File: src/rtl/execute_stage_if.sv
// execute_stage_if
// Bundles the EX stage's pipeline-control inputs (stall/flush), the ID/EX
// latch fields it consumes and the EX/MEM latch fields it produces.
// Ports (modports):
//   slave  : the EX stage; consumes stall, flush and id_ex_*, drives ex_mem_*.
//   master : the surrounding pipeline; drives stall, flush and id_ex_*,
//            observes ex_mem_*.
// Parameters: DATA_W datapath width, REG_AW register-index width.
interface execute_stage_if #(
  parameter int DATA_W = 32,
  parameter int REG_AW = 5
);
  // Pipeline control
  logic              stall;
  logic              flush;

  // ID/EX latch fields
  logic [1:0]        id_ex_wb;               // {RegWrite, MemtoReg}
  logic [2:0]        id_ex_mem;              // {Branch, MemRead, MemWrite}
  logic [3:0]        id_ex_execute;          // {RegDst, ALUOp[1:0], ALUSrc}
  logic [DATA_W-1:0] id_ex_npc;
  logic [DATA_W-1:0] id_ex_readdat1;
  logic [DATA_W-1:0] id_ex_readdat2;
  logic [DATA_W-1:0] id_ex_sign_ext;
  logic [REG_AW-1:0] id_ex_instr_bits_20_16;
  logic [REG_AW-1:0] id_ex_instr_bits_15_11;

  // EX/MEM latch fields
  logic [1:0]        ex_mem_wb;
  logic [2:0]        ex_mem_mem;
  logic [DATA_W-1:0] ex_mem_branch_target;
  logic              ex_mem_zero;
  logic [DATA_W-1:0] ex_mem_alu_result;
  logic [DATA_W-1:0] ex_mem_write_data;
  logic [REG_AW-1:0] ex_mem_write_reg;
  logic              ex_mem_illegal;

  modport slave (
    input  stall, flush,
    input  id_ex_wb, id_ex_mem, id_ex_execute, id_ex_npc,
    input  id_ex_readdat1, id_ex_readdat2, id_ex_sign_ext,
    input  id_ex_instr_bits_20_16, id_ex_instr_bits_15_11,
    output ex_mem_wb, ex_mem_mem, ex_mem_branch_target, ex_mem_zero,
    output ex_mem_alu_result, ex_mem_write_data, ex_mem_write_reg,
    output ex_mem_illegal
  );

  modport master (
    output stall, flush,
    output id_ex_wb, id_ex_mem, id_ex_execute, id_ex_npc,
    output id_ex_readdat1, id_ex_readdat2, id_ex_sign_ext,
    output id_ex_instr_bits_20_16, id_ex_instr_bits_15_11,
    input  ex_mem_wb, ex_mem_mem, ex_mem_branch_target, ex_mem_zero,
    input  ex_mem_alu_result, ex_mem_write_data, ex_mem_write_reg,
    input  ex_mem_illegal
  );
endinterface

File: src/rtl/execute_stage.sv
// execute_stage
// EX stage of the 5-stage MIPS pipeline. Decodes ALU control from ALUOp and
// funct, runs the ALU, computes the branch target, selects the destination
// register and registers everything into the EX/MEM latch (one-cycle latency).
// Ports:
//   clk  : clock, all state updates on the rising edge.
//   rst  : synchronous active-high reset, clears the whole EX/MEM latch.
//   bus  : execute_stage_if.slave -- stall/flush, ID/EX inputs, EX/MEM outputs.
// Edge priority: rst > flush > stall > normal load. A flush zeroes the
// wb/mem/illegal control fields and loads the data fields normally.
module execute_stage #(
  parameter int DATA_W = 32,
  parameter int REG_AW = 5
) (
  input  logic            clk,
  input  logic            rst,
  execute_stage_if.slave  bus
);

  typedef enum logic [2:0] {
    ALU_ADD = 3'd0,
    ALU_SUB = 3'd1,
    ALU_AND = 3'd2,
    ALU_OR  = 3'd3,
    ALU_SLT = 3'd4,
    ALU_BAD = 3'd5
  } alu_fn_e;

  localparam logic [5:0] FUNCT_ADD = 6'b100000;
  localparam logic [5:0] FUNCT_SUB = 6'b100010;
  localparam logic [5:0] FUNCT_AND = 6'b100100;
  localparam logic [5:0] FUNCT_OR  = 6'b100101;
  localparam logic [5:0] FUNCT_SLT = 6'b101010;

  // Decoded control fields
  logic              reg_dst_s;
  logic [1:0]        alu_op_s;
  logic              alu_src_s;
  logic [5:0]        funct_s;
  alu_fn_e           alu_fn_s;

  // Datapath
  logic [DATA_W-1:0] op_b_s;
  logic [DATA_W-1:0] alu_result_s;
  logic              illegal_s;
  logic              zero_s;
  logic [DATA_W-1:0] branch_target_s;
  logic [REG_AW-1:0] write_reg_s;
  logic [1:0]        wb_s;
  logic [2:0]        mem_s;

  // EX/MEM latch
  logic [1:0]        ex_mem_wb_r;
  logic [2:0]        ex_mem_mem_r;
  logic [DATA_W-1:0] ex_mem_branch_target_r;
  logic              ex_mem_zero_r;
  logic [DATA_W-1:0] ex_mem_alu_result_r;
  logic [DATA_W-1:0] ex_mem_write_data_r;
  logic [REG_AW-1:0] ex_mem_write_reg_r;
  logic              ex_mem_illegal_r;

  // Split the execute control bundle and pull funct out of the immediate.
  always_comb begin
    reg_dst_s = bus.id_ex_execute[3];
    alu_op_s  = bus.id_ex_execute[2:1];
    alu_src_s = bus.id_ex_execute[0];
    funct_s   = bus.id_ex_sign_ext[5:0];
  end

  // ALU control: ALUOp selects a fixed op, or defers to funct for R-type.
  always_comb begin
    alu_fn_s = ALU_ADD;
    case (alu_op_s)
      2'b00: alu_fn_s = ALU_ADD;
      2'b01: alu_fn_s = ALU_SUB;
      2'b11: alu_fn_s = ALU_ADD;
      2'b10: begin
        case (funct_s)
          FUNCT_ADD: alu_fn_s = ALU_ADD;
          FUNCT_SUB: alu_fn_s = ALU_SUB;
          FUNCT_AND: alu_fn_s = ALU_AND;
          FUNCT_OR:  alu_fn_s = ALU_OR;
          FUNCT_SLT: alu_fn_s = ALU_SLT;
          default:   alu_fn_s = ALU_BAD;
        endcase
      end
      default: alu_fn_s = ALU_ADD;
    endcase
  end

  // Operand B mux: register rt or the sign-extended immediate.
  always_comb begin
    op_b_s = {DATA_W{1'b0}};
    if (alu_src_s) begin
      op_b_s = bus.id_ex_sign_ext;
    end else begin
      op_b_s = bus.id_ex_readdat2;
    end
  end

  // ALU proper; add/sub wrap modulo 2^DATA_W, unsupported funct yields 0.
  always_comb begin
    alu_result_s = {DATA_W{1'b0}};
    case (alu_fn_s)
      ALU_ADD: alu_result_s = bus.id_ex_readdat1 + op_b_s;
      ALU_SUB: alu_result_s = bus.id_ex_readdat1 - op_b_s;
      ALU_AND: alu_result_s = bus.id_ex_readdat1 & op_b_s;
      ALU_OR:  alu_result_s = bus.id_ex_readdat1 | op_b_s;
      ALU_SLT: alu_result_s = {{(DATA_W-1){1'b0}},
                               ($signed(bus.id_ex_readdat1) < $signed(op_b_s))};
      ALU_BAD: alu_result_s = {DATA_W{1'b0}};
      default: alu_result_s = {DATA_W{1'b0}};
    endcase
  end

  // Flags, branch target, destination select and the illegal-op control kill.
  always_comb begin
    illegal_s       = (alu_fn_s == ALU_BAD);
    // Taken after the illegal override, so an illegal op reports zero=1.
    zero_s          = (alu_result_s == {DATA_W{1'b0}});
    branch_target_s = bus.id_ex_npc + {bus.id_ex_sign_ext[DATA_W-3:0], 2'b00};
    write_reg_s     = {REG_AW{1'b0}};
    if (reg_dst_s) begin
      write_reg_s = bus.id_ex_instr_bits_15_11;
    end else begin
      write_reg_s = bus.id_ex_instr_bits_20_16;
    end
    // An illegal R-type must not write the register file or touch memory.
    wb_s  = 2'b00;
    mem_s = 3'b000;
    if (illegal_s) begin
      wb_s  = 2'b00;
      mem_s = 3'b000;
    end else begin
      wb_s  = bus.id_ex_wb;
      mem_s = bus.id_ex_mem;
    end
  end

  // EX/MEM latch: reset, then flush (bubble), then stall (hold), then load.
  always_ff @(posedge clk) begin
    if (rst) begin
      ex_mem_wb_r            <= 2'b00;
      ex_mem_mem_r           <= 3'b000;
      ex_mem_branch_target_r <= {DATA_W{1'b0}};
      ex_mem_zero_r          <= 1'b0;
      ex_mem_alu_result_r    <= {DATA_W{1'b0}};
      ex_mem_write_data_r    <= {DATA_W{1'b0}};
      ex_mem_write_reg_r     <= {REG_AW{1'b0}};
      ex_mem_illegal_r       <= 1'b0;
    end else if (bus.flush) begin
      // Bubble: control fields cleared, data fields still load so they stay
      // deterministic.
      ex_mem_wb_r            <= 2'b00;
      ex_mem_mem_r           <= 3'b000;
      ex_mem_branch_target_r <= branch_target_s;
      ex_mem_zero_r          <= zero_s;
      ex_mem_alu_result_r    <= alu_result_s;
      ex_mem_write_data_r    <= bus.id_ex_readdat2;
      ex_mem_write_reg_r     <= write_reg_s;
      ex_mem_illegal_r       <= 1'b0;
    end else if (bus.stall) begin
      ex_mem_wb_r            <= ex_mem_wb_r;
      ex_mem_mem_r           <= ex_mem_mem_r;
      ex_mem_branch_target_r <= ex_mem_branch_target_r;
      ex_mem_zero_r          <= ex_mem_zero_r;
      ex_mem_alu_result_r    <= ex_mem_alu_result_r;
      ex_mem_write_data_r    <= ex_mem_write_data_r;
      ex_mem_write_reg_r     <= ex_mem_write_reg_r;
      ex_mem_illegal_r       <= ex_mem_illegal_r;
    end else begin
      ex_mem_wb_r            <= wb_s;
      ex_mem_mem_r           <= mem_s;
      ex_mem_branch_target_r <= branch_target_s;
      ex_mem_zero_r          <= zero_s;
      ex_mem_alu_result_r    <= alu_result_s;
      ex_mem_write_data_r    <= bus.id_ex_readdat2;
      ex_mem_write_reg_r     <= write_reg_s;
      ex_mem_illegal_r       <= illegal_s;
    end
  end

  assign bus.ex_mem_wb            = ex_mem_wb_r;
  assign bus.ex_mem_mem           = ex_mem_mem_r;
  assign bus.ex_mem_branch_target = ex_mem_branch_target_r;
  assign bus.ex_mem_zero          = ex_mem_zero_r;
  assign bus.ex_mem_alu_result    = ex_mem_alu_result_r;
  assign bus.ex_mem_write_data    = ex_mem_write_data_r;
  assign bus.ex_mem_write_reg     = ex_mem_write_reg_r;
  assign bus.ex_mem_illegal       = ex_mem_illegal_r;

endmodule

File: src/flat_wrapper.sv
// flat-port wrapper written by rule: the top's interface ports become plain ports
module execute_stage_flat 
#(
  parameter int DATA_W = 32,
  parameter int REG_AW = 5
)
  (clk, rst, bus_stall, bus_flush, bus_id_ex_wb, bus_id_ex_mem, bus_id_ex_execute, bus_id_ex_npc, bus_id_ex_readdat1, bus_id_ex_readdat2, bus_id_ex_sign_ext, bus_id_ex_instr_bits_20_16, bus_id_ex_instr_bits_15_11, bus_ex_mem_wb, bus_ex_mem_mem, bus_ex_mem_branch_target, bus_ex_mem_zero, bus_ex_mem_alu_result, bus_ex_mem_write_data, bus_ex_mem_write_reg, bus_ex_mem_illegal);
  execute_stage_if #(.DATA_W(DATA_W), .REG_AW(REG_AW)) bus_i ();
  input  logic clk;
  input  logic rst;
  input wire logic [$bits(bus_i.stall)-1:0] bus_stall;
  input wire logic [$bits(bus_i.flush)-1:0] bus_flush;
  input wire logic [$bits(bus_i.id_ex_wb)-1:0] bus_id_ex_wb;
  input wire logic [$bits(bus_i.id_ex_mem)-1:0] bus_id_ex_mem;
  input wire logic [$bits(bus_i.id_ex_execute)-1:0] bus_id_ex_execute;
  input wire logic [$bits(bus_i.id_ex_npc)-1:0] bus_id_ex_npc;
  input wire logic [$bits(bus_i.id_ex_readdat1)-1:0] bus_id_ex_readdat1;
  input wire logic [$bits(bus_i.id_ex_readdat2)-1:0] bus_id_ex_readdat2;
  input wire logic [$bits(bus_i.id_ex_sign_ext)-1:0] bus_id_ex_sign_ext;
  input wire logic [$bits(bus_i.id_ex_instr_bits_20_16)-1:0] bus_id_ex_instr_bits_20_16;
  input wire logic [$bits(bus_i.id_ex_instr_bits_15_11)-1:0] bus_id_ex_instr_bits_15_11;
  output wire logic [$bits(bus_i.ex_mem_wb)-1:0] bus_ex_mem_wb;
  output wire logic [$bits(bus_i.ex_mem_mem)-1:0] bus_ex_mem_mem;
  output wire logic [$bits(bus_i.ex_mem_branch_target)-1:0] bus_ex_mem_branch_target;
  output wire logic [$bits(bus_i.ex_mem_zero)-1:0] bus_ex_mem_zero;
  output wire logic [$bits(bus_i.ex_mem_alu_result)-1:0] bus_ex_mem_alu_result;
  output wire logic [$bits(bus_i.ex_mem_write_data)-1:0] bus_ex_mem_write_data;
  output wire logic [$bits(bus_i.ex_mem_write_reg)-1:0] bus_ex_mem_write_reg;
  output wire logic [$bits(bus_i.ex_mem_illegal)-1:0] bus_ex_mem_illegal;
  assign bus_i.stall = bus_stall;
  assign bus_i.flush = bus_flush;
  assign bus_i.id_ex_wb = bus_id_ex_wb;
  assign bus_i.id_ex_mem = bus_id_ex_mem;
  assign bus_i.id_ex_execute = bus_id_ex_execute;
  assign bus_i.id_ex_npc = bus_id_ex_npc;
  assign bus_i.id_ex_readdat1 = bus_id_ex_readdat1;
  assign bus_i.id_ex_readdat2 = bus_id_ex_readdat2;
  assign bus_i.id_ex_sign_ext = bus_id_ex_sign_ext;
  assign bus_i.id_ex_instr_bits_20_16 = bus_id_ex_instr_bits_20_16;
  assign bus_i.id_ex_instr_bits_15_11 = bus_id_ex_instr_bits_15_11;
  assign bus_ex_mem_wb = bus_i.ex_mem_wb;
  assign bus_ex_mem_mem = bus_i.ex_mem_mem;
  assign bus_ex_mem_branch_target = bus_i.ex_mem_branch_target;
  assign bus_ex_mem_zero = bus_i.ex_mem_zero;
  assign bus_ex_mem_alu_result = bus_i.ex_mem_alu_result;
  assign bus_ex_mem_write_data = bus_i.ex_mem_write_data;
  assign bus_ex_mem_write_reg = bus_i.ex_mem_write_reg;
  assign bus_ex_mem_illegal = bus_i.ex_mem_illegal;
  execute_stage #(.DATA_W(DATA_W), .REG_AW(REG_AW)) u_core (.clk(clk), .rst(rst), .bus(bus_i));
endmodule
File: config.mk
export PLATFORM = sky130hd
export DESIGN_NAME = execute_stage_flat
export DESIGN_NICKNAME = d
export VERILOG_FILES = /design/src/rtl/execute_stage_if.sv /design/src/rtl/execute_stage.sv /design/src/flat_wrapper.sv
export SDC_FILE = /design/constraint.sdc
export NUM_CORES = 1
export LEC_CHECK = 0
export ABC_AREA = 1
export CORE_ASPECT_RATIO = 2
export CORE_MARGIN = 2
export CORE_UTILIZATION = 25
export CTS_CLUSTER_SIZE = 40
export DETAILED_ROUTE_END_ITERATION = 6
export GPL_TIMING_DRIVEN = 0
export MAX_ROUTING_LAYER = met4
export PLACE_DENSITY_LB_ADDON = 0.08
export SLEW_MARGIN = 20
export SYNTH_ARGS = -nofsm -noshare
export SYNTH_HDL_FRONTEND = slang
export SYNTH_SLANG_ARGS = --single-unit
File: constraint.sdc
create_clock -name clk -period 4.05 [get_ports clk]
set_clock_uncertainty 0.05 [all_clocks]
set_input_delay 0.81 -clock clk [delete_from_list [all_inputs] [get_ports clk]]
set_output_delay 0.81 -clock clk [all_outputs]
set_load 0.05 [all_outputs]
==> out/qor.yml <==
nets: 2698
fmax_mhz: 253.7
post-route-period-util_pct: 97.31
synth_ff_type: "dfxtp_1"
dp_slack_ps: -1798
route.detailed.drc: 0
fin_setup_tns_ps: 0
firstDrtPassIters: 7
synth_seq_cells: 108
setup_viol: 0
syn_area_per_cell_um2: 5.770
die-area_um2: 51270
initial_core_util_pct: 25.23
cts_sinks: 108
hold_ws_ps: 421.2
drt_wl_total_mm: 61.99
final_cell_area_um2: 16610
grt_pass1_wl_mm: 90.40
wl_per_cell_um: 20.23
grt_pass1_vias: 14139
htreeDepth: 3
seqCellArea_um2: 2162
port_buffers: 256
insertion_delay_ps: 350
place_area_um2: 15710
async_reset_ff_share_pct: 0
antenna_left: 0
root_buffer: "clkbuf_16"
synth_top_area_cell: "dfxtp_1"
period_minus_slack_ps: 3941
synth_area_leaders: "dfxtp_1 (18%), nand2_1 (16%), ha_1 (13%), inv_1 (11%), nor2_1 (9.2%)"
hold_buffers: 0
synth_edf_count: 0
num_rows: 115
maxSlewViolCount: 0
drive_gt1_share_pct: 8.192
syn_area_um2: 12340
p_per_area_nw_per_um2: 293.1
via_per_inst: 4.631
cts_tree: "done"
via_count: 14190
gp_congestion: 0.9535
crit_type: "in2reg"
worst_setup_path_start_kind: "primary input"
multi_input_area_um2: 8904
ys_seq_area_share_pct: 17.52
worst_pin_slew_ps: 777.2
required_ps: 4290
grt_overflow: 0
die_y_um: 318.2
io_pins: 259
die_w_um: 161.1
synthDistinctLibCells: 51
cts.clk_slew.worst_paths_ps: 70
worstPathArrival_ps: 4190
yosys_warnings: 0
maxCapViolations: 0
netlist_instances: 2139
leakagePower_nw: 8.491
grt_max_degree: 17
ctsLongestPathBuffers: 2
ir_drop_mv: 0.1697
critical_path.max_fanout: 8
syn_to_final_growth_pct: 34.58
antenna_found_initial: 4
cts_buffers: 9
outcome: "completed"
core-area_um2: 48920
dp.final_hpwl_mm: 52.74
relSlewSlack_pct: 48.18
synth_top_area_share_pct: 17.52
min_path_type: "reg2reg"
endpoint_kind: "register"
finalHoldViolCount: 0
crit_chain: "clkdlybuf4s50_1 > o21ai_2 > ha_2 > nor2_1 > nand2_1 > nor2_1 > nand4_1 > nand3_1 > nand2_1 > nand3_1 > nand3_1 > nor2_1 > nand2_1 > nor3_2 > nand3_2 > a21oi_2"
fill_cells: 5604
drt_iter0_drc: 768
slowest_delay_ps: 450
grt.total_usage_pct: 24.49
crit_slowest_cell: "ha_2"
syn_nets: 2424
worst_slack_ps: 108.8
==> timing repair <==
| item | 4_1_cts | 5_1_grt |
|---|---|---|
| endpoints found under the setup margin | 29 | 1 |
| gates cloned | 0 | 0 |
| resized for setup | 93 | 80 |
| pin swaps | 5 | 9 |
| buffers inserted | 2 | 6 |
==> power by group <==
| group | internal, mW | switching [mW] |
|---|---|---|
| Combinational | 0.877 | 1.80 |
| Clock | 0.514 | 0.440 |
| Sequential | 1.17 | 0.0644 |
==> stage by stage <==
| step | power [mW] | std cells | util, % |
|---|---|---|---|
| after global routing | 5.184 | 3063 | 33.95 |
| final | 4.869 | 3064 | 33.95 |
| after global placement | 3.825 | 3038 | 32.11 |
| after detailed placement | 3.819 | 3038 | 32.11 |
| after CTS | 4.844 | 3054 | 33.21 |
| after floorplan | 2.808 | 2139 | - |
==> area by class of cell <==
type / instances / share of cell area (%)
multi-input combinational: 1578 / 53.60
clock buffer: 12 / 1.544
buffer: 65 / 2.079
inverter: 387 / 8.776
timing repair buffer: 264 / 15.80
sequential: 108 / 13.02
clock inverter: 3 / 0.2787
antenna: 4 / 0.06026
tap: 643 / 4.844
==> per-layer routing <==
layer	vias to the layer above	part of all wire (%)	routed length [um]	track usage [%]
li1	7291	-	-	-
met5	-	0	0	-
met3	73	6.4	3947	4.897
met4	0	4.1	2565	8.532
met1	6385	42	25750	28.46
met2	441	48	29730	41.74
==> path summary, 6_finish.rpt <==
kind                            depth (start not counted)  slack, ps                              from                                to
worst max-delay path                                   16        110            bus_id_ex_readdat2[14]            u_core.bus.ex_mem_zero
worst min-delay path                                    2        420           u_core.bus.ex_mem_wb[0]           u_core.bus.ex_mem_wb[0]
worst max register to register                          3       3170  u_core.bus.ex_mem_alu_result[15]  u_core.bus.ex_mem_alu_result[15]
worst min register to register                          2        420           u_core.bus.ex_mem_wb[0]           u_core.bus.ex_mem_wb[0]
==> critical path: cells and delay by family <==
family	cells	cell delay, ps
AOI/OAI and AO/OA	2	590
adders and majority gates	1	450
buffers and inverters	1	440
and+or+nand+nor	12	1880
==> cell usage in the layout, fill, tap and decap left out, drive strengths merged, types with 7 or more instances in the layout <==
| master | netlist | final |
|---|---|---|
| nand2 | 536 | 536 |
| inv | 387 | 387 |
| nor2 | 312 | 312 |
| clkdlybuf4s50 | 0 | 251 |
| o21ai | 152 | 152 |
| nand3 | 137 | 137 |
| ha | 131 | 131 |
| a21oi | 120 | 120 |
| dfxtp | 108 | 108 |
| clkbuf | 39 | 51 |
| o21bai | 44 | 44 |
| buf | 27 | 34 |
| xor2 | 27 | 27 |
| nand4 | 27 | 27 |
| nor3 | 19 | 19 |
| o211ai | 16 | 16 |
| a31oi | 14 | 14 |
| xnor2 | 7 | 7 |
==> kinds of logic after synthesis <==
group                      Yosys count  share of synthesized area, %
buffers and inverters              453                         14.30
xor gates and xnor gates            34                         2.413
adders and majority gates          134                         13.77
and+or+nand+nor                   1043                         35.18
DFF                                108                         17.52
AOI/OAI and AO/OA                  367                         16.82
==> synthesized netlist by cell type (3+ instances only) <==
cell / n
fa_1: 3
o221ai_1: 3
nand2_2: 4
buf_2: 17
nand2_1: 529
o21ai_1: 4
buf_6: 4
nor3_1: 17
a21o_1: 4
buf_1: 4
a31oi_1: 14
nor2_4: 3
xnor2_1: 7
nand3_1: 133
o21a_1: 4
inv_1: 375
xor2_1: 27
o21ai_0: 147
nor2_1: 304
a21boi_0: 3
ha_1: 131
nor2_2: 5
inv_2: 10
clkbuf_1: 38
a21oi_2: 3
nand2_4: 3
a21oi_1: 117
dfxtp_1: 108
nor4_1: 3
nand4_1: 25
o211ai_1: 16
o21bai_1: 44
(Power assumes the default switching activity.)
